===== src/rtl/instr_assembler.sv =====
// instr_assembler: packs MIPS R/I/J field tuples into address-tagged words queued in an output FIFO.
// Optional macro INSTR_ASSEMBLER_LI_EXPAND_EN expands fmt=11 (LI) into a lui/ori pair.
module instr_assembler #(
  parameter logic [31:0] BASE_ADDR = 32'h0000_3000,
  parameter int FIFO_DEPTH = 2
) (
  input  logic        clk,
  input  logic        reset,
  input  logic        clr,
  input  logic        in_valid,
  output logic        in_ready,
  input  logic [1:0]  fmt,
  input  logic [5:0]  op,
  input  logic [4:0]  rs,
  input  logic [4:0]  rt,
  input  logic [4:0]  rd,
  input  logic [4:0]  shamt,
  input  logic [5:0]  funct,
  input  logic [15:0] imm16,
  input  logic [25:0] idx26,
  input  logic [31:0] li_imm,
  output logic        out_valid,
  input  logic        out_ready,
  output logic [31:0] out_instr,
  output logic [31:0] out_addr,
  output logic [15:0] word_cnt,
  output logic        err
);
  localparam int AW = $clog2(FIFO_DEPTH);
  typedef enum logic {IDLE, LI_LO} state_t;
  state_t state;
  logic [31:0] instr_mem [FIFO_DEPTH];
  logic [31:0] addr_mem [FIFO_DEPTH];
  logic [AW-1:0] wr_ptr, rd_ptr, head_ptr;
  logic [AW:0] count;
  logic [31:0] addr_cnt, push_word, base_word;
  logic full, accept, push, pop, illegal;
`ifdef INSTR_ASSEMBLER_LI_EXPAND_EN
  logic [4:0] rt_l;
  logic [15:0] lo16_l;
`else
  logic unused_li;
  assign unused_li = ^li_imm;
`endif
  always_comb begin
    full = count == (AW+1)'(FIFO_DEPTH);
    in_ready = state == IDLE && !full;
    accept = in_valid && in_ready;
    out_valid = count != '0;
    pop = out_valid && out_ready;
    // When empty, the head pointer looks back at the last popped slot so outputs hold.
    head_ptr = out_valid ? rd_ptr : rd_ptr - AW'(1);
    out_instr = instr_mem[head_ptr];
    out_addr = addr_mem[head_ptr];
    base_word = fmt == 2'b10 ? {op, idx26} :
                fmt == 2'b01 ? {op, rs, rt, imm16} :
                {op, rs, rt, rd, shamt, funct};
`ifdef INSTR_ASSEMBLER_LI_EXPAND_EN
    illegal = 1'b0;
    push = accept || (state == LI_LO && !full);
    push_word = state == LI_LO ? {6'h0D, rt_l, rt_l, lo16_l} :
                fmt == 2'b11 ? {6'h0F, 5'd0, rt, li_imm[31:16]} : base_word;
`else
    illegal = accept && fmt == 2'b11;
    push = accept && fmt != 2'b11;
    push_word = base_word;
`endif
  end
  always_ff @(posedge clk or posedge reset) begin
    if (reset) begin
      for (int i = 0; i < FIFO_DEPTH; i++) begin
        instr_mem[i] <= '0;
        addr_mem[i] <= '0;
      end
      wr_ptr <= '0;
      rd_ptr <= '0;
      count <= '0;
      addr_cnt <= BASE_ADDR;
      word_cnt <= '0;
      err <= 1'b0;
      state <= IDLE;
    end else if (clr) begin
      for (int i = 0; i < FIFO_DEPTH; i++) begin
        instr_mem[i] <= '0;
        addr_mem[i] <= '0;
      end
      wr_ptr <= '0;
      rd_ptr <= '0;
      count <= '0;
      addr_cnt <= BASE_ADDR;
      word_cnt <= '0;
      err <= 1'b0;
      state <= IDLE;
    end else begin
      if (push) begin
        instr_mem[wr_ptr] <= push_word;
        addr_mem[wr_ptr] <= addr_cnt;
        wr_ptr <= wr_ptr + AW'(1);
        addr_cnt <= addr_cnt + 32'd4;
        if (word_cnt != 16'hFFFF) word_cnt <= word_cnt + 16'd1;
      end
      if (pop) rd_ptr <= rd_ptr + AW'(1);
      count <= count + (AW+1)'(push) - (AW+1)'(pop);
      err <= illegal;
`ifdef INSTR_ASSEMBLER_LI_EXPAND_EN
      if (accept && fmt == 2'b11) begin
        state <= LI_LO;
        rt_l <= rt;
        lo16_l <= li_imm[15:0];
      end else if (state == LI_LO && !full) state <= IDLE;
`endif
    end
  end
endmodule

===== config.mk =====
export PLATFORM = sky130hd
export DESIGN_NAME = instr_assembler
export DESIGN_NICKNAME = d
export VERILOG_FILES = /design/src/rtl/instr_assembler.sv
export SDC_FILE = /design/constraint.sdc
export NUM_CORES = 1
export LEC_CHECK = 0
export ABC_AREA = 1
export CAP_MARGIN = 20
export CORE_ASPECT_RATIO = 2
export CORE_MARGIN = 1
export CORE_UTILIZATION = 55
export CTS_CLUSTER_DIAMETER = 150
export DETAILED_ROUTE_END_ITERATION = 16
export PLACE_DENSITY = 0.95
export SETUP_SLACK_MARGIN = 0.02
export SLEW_MARGIN = 15
export SYNTH_ARGS = -nofsm -noshare
export SYNTH_HDL_FRONTEND = slang
export SYNTH_SLANG_ARGS = --single-unit

===== constraint.sdc =====
create_clock -name clk -period 14.8 [get_ports clk]
set_input_delay 2.96 -clock clk [delete_from_list [all_inputs] [get_ports clk]]
set_output_delay 2.96 -clock clk [all_outputs]
set_load 0.01 [all_outputs]

==> impl_metrics.toml <==
[sta]
setup_violations = 0
max_freq_mhz = 170
fin_skew_ns = 0.00950
final_max_slew_viol_count = 0
finalCritPeriodShare = 0.398
relSlewSlack = 0.446
layout_min_cycle_time_ns = 5.89
rsz0062_at_grt = "false"
worst_slew_pin_slew_ns = 0.831
tns_ns = 0
report.final.hold_viol_count = 0

[clock_tree]
postCtsSetupBuffers = 0
clock-sinks = 177
cts_tree = "done"
hold_buffers = 0
htree_levels = 4
cts_resized = 0
cts_made_buffers = 17
path_clk_slew_ns = 0.07
clockRootBuffer = "clkbuf_16"
cts.path.max_buffers = 2
insertion_delay_ns = 0.42

[die]
io_pins = 196
fp.dieH_um = 182
initial_core_util = 0.563
row_count = 65
die_x_um = 92.1
dieArea_sq_um = 16800
fp.coreArea_sq_um = 15900

[critical_path]
end_kind = "primary output"
r2r_cells = 7
required_ns = 11.84
path_depth = 7
arrival_ns = 2.93
slowest_stage = "clkdlybuf4s50_1"
cpPeakStageDelay_ns = 0.65
cp_cell_sequence = "nor2_2 > xor2_4 > buf_4 > buf_16 > nand2_1 > o21ai_0 > clkdlybuf4s50_1"
reg2reg_from = "count[1]"
crit_family = "buffers and inverters"
rrSetupSlack_ns = 12.15
critPathLaunch = "count[1]"
cp_max_fo = 95
cp-start-kind = "flop"
crit_buf_inv = 3
crit_type = "flop to primary output"

[outcome]
status = "complete, no violations"

[global_route]
grt_pass1_vias = 8471
grt_max_degree = 127
track_usage = 0.295
grt_pass1_wl_um = 39300
grt.overflow.total = 0
antenna_found_initial = 0

[yosys]
synth.avg_cell_area_sq_um = 8.04
yosysSeqAreaShare = 0.496
yosysWarnings = 0
syn_area_sq_um = 8930
syn-num-nets = 1227
ys_ff_latch = 177
synth.distinct_cells = 38
synthCells = 1110

[min_path]
worstHoldStart = "addr_mem[62]"
holdPathStages = 2
hold_path_class = "flop to flop"

[routing]
drt_wl_total_um = 24000
drt_iter0_markers = 734
drc = 0
num_vias = 8283
wl_per_cell_um = 16.5
firstDrtPassIters = 5
vias_per_cell = 5.68
drtAntennaViolNets = 0

[run]
cap_viol_max_count = 0

[pwr]
p_per_area_nw_per_um2 = 116
power_leakage_uw = 0.00497
irDropWorstVdd_mv = 0.100

[finish]
area_delta_synth_final_pct = 25.2
fin_nets = 1361
diodes = 0
layout-drive-gt1-share = 0.0510
stdcell_count = 1457
layout_commonest_cell = "nand2_1"
fill_cells = 1184
final_cell_mix = "nand2_1, dfrtp_1, clkdlybuf4s50_1"

[placement]
numPlacedInstances = 1424
place.gp.congestion = 0.947
dpl.hpwl_um = 15900
port_buffers = 163
-- registers in the layout, indices dropped and copies added, names as in the netlist --
signal	flops
word_cnt	16
wr_ptr	1
instr_mem	64
count	2
addr_cnt	30
rd_ptr	1
addr_mem	62
err	1
-- per-stage QoR --
step | utilization | cell area (sq um) | hold WS, ns | power [uW] | setup WS (ns)
floorplan | - | 8930 | 0.457 | 749 | 7.04
global placement | 0.665 | 10500 | 0.469 | 837 | 8.98
detailed placement | 0.665 | 10500 | 0.480 | 847 | 8.91
CTS | 0.702 | 11100 | 0.494 | 1290 | 8.67
global route | 0.705 | 11200 | 0.520 | 1360 | 8.78
finish | 0.705 | 11200 | 0.491 | 1300 | 8.91
-- worst reg2reg max path, delay by kind of cell (launching register included) --
family | cells | cell delay, ns
buffers and inverters | 2 | 0.85
AO/OA/AOI/OAI | 1 | 0.21
AND/OR/NAND/NOR | 4 | 0.99
flip-flops | 1 | 0.43
-- path summary, 6_finish.rpt --
| check | endpoint |
|---|---|
| max reg2reg | instr_mem[4] |
| min | addr_mem[62] |
| max in group asynchronous | addr_cnt[13] |
| min in group asynchronous | count[1] |
| min reg2reg | addr_mem[62] |
| max | out_addr[27] |
-- cells by family after synthesis --
kind of cell | share of synthesized area
AND/OR/NAND/NOR | 0.196
multiplexers | 0.0112
XOR/XNOR | 0.0136
buffers and inverters | 0.102
adder cells (fa/ha/maj) | 0.00560
AO/OA/AOI/OAI | 0.176
flip-flops | 0.496
-- per-layer routing --
layer	global-route usage	wire length [um]	vias up
met1	0.305	8400	3949
met4	0.175	1070	0
met5	0	0	-
met3	0.0521	1340	86
met2	0.544	13200	349
li1	-	-	3899
-- synth_stat cells, drive strengths merged --
cell type | n | area, sq um
nand2 | 246 | 958
o21ai | 223 | 1120
dfrtp | 175 | 4380
inv | 150 | 566
nor2 | 81 | 355
o22ai | 62 | 388
nand3 | 37 | 203
clkbuf | 30 | 114
buf | 28 | 233
nand4 | 17 | 106
nor3 | 16 | 96.4
a21oi | 10 | 50.1
mux2i | 10 | 100
xor2 | 8 | 77.6
xnor2 | 5 | 43.8
ha | 4 | 50.1
dfstp | 2 | 52.6
nand3b | 2 | 15.0
a31oi | 1 | 6.26
nor4 | 1 | 6.26
o21a | 1 | 7.51
or2 | 1 | 6.26
-- power by group --
| group | leakage (uW) | internal, uW | switching [uW] | total, uW |
|---|---|---|---|---|
| Sequential | 0.00244 | 511 | 14.0 | 525 |
| Combinational | 0.00225 | 121 | 211 | 333 |
| Clock | 0.000277 | 264 | 180 | 444 |
| Total | 0.00497 | 896 | 406 | 1300 |
-- cell type report --
| cell class | count | area [sq um] | area share |
|---|---|---|---|
| multi-input combinational | 725 | 3600 | 0.322 |
| clock inverter | 10 | 138 | 0.0123 |
| timing repair buffer | 173 | 1750 | 0.156 |
| inverter | 150 | 571 | 0.0510 |
| clock buffer | 21 | 440 | 0.0394 |
| sequential | 177 | 4430 | 0.396 |
| tap | 201 | 251 | 0.0225 |
Note: power is estimated with default switching activity, not from simulation.
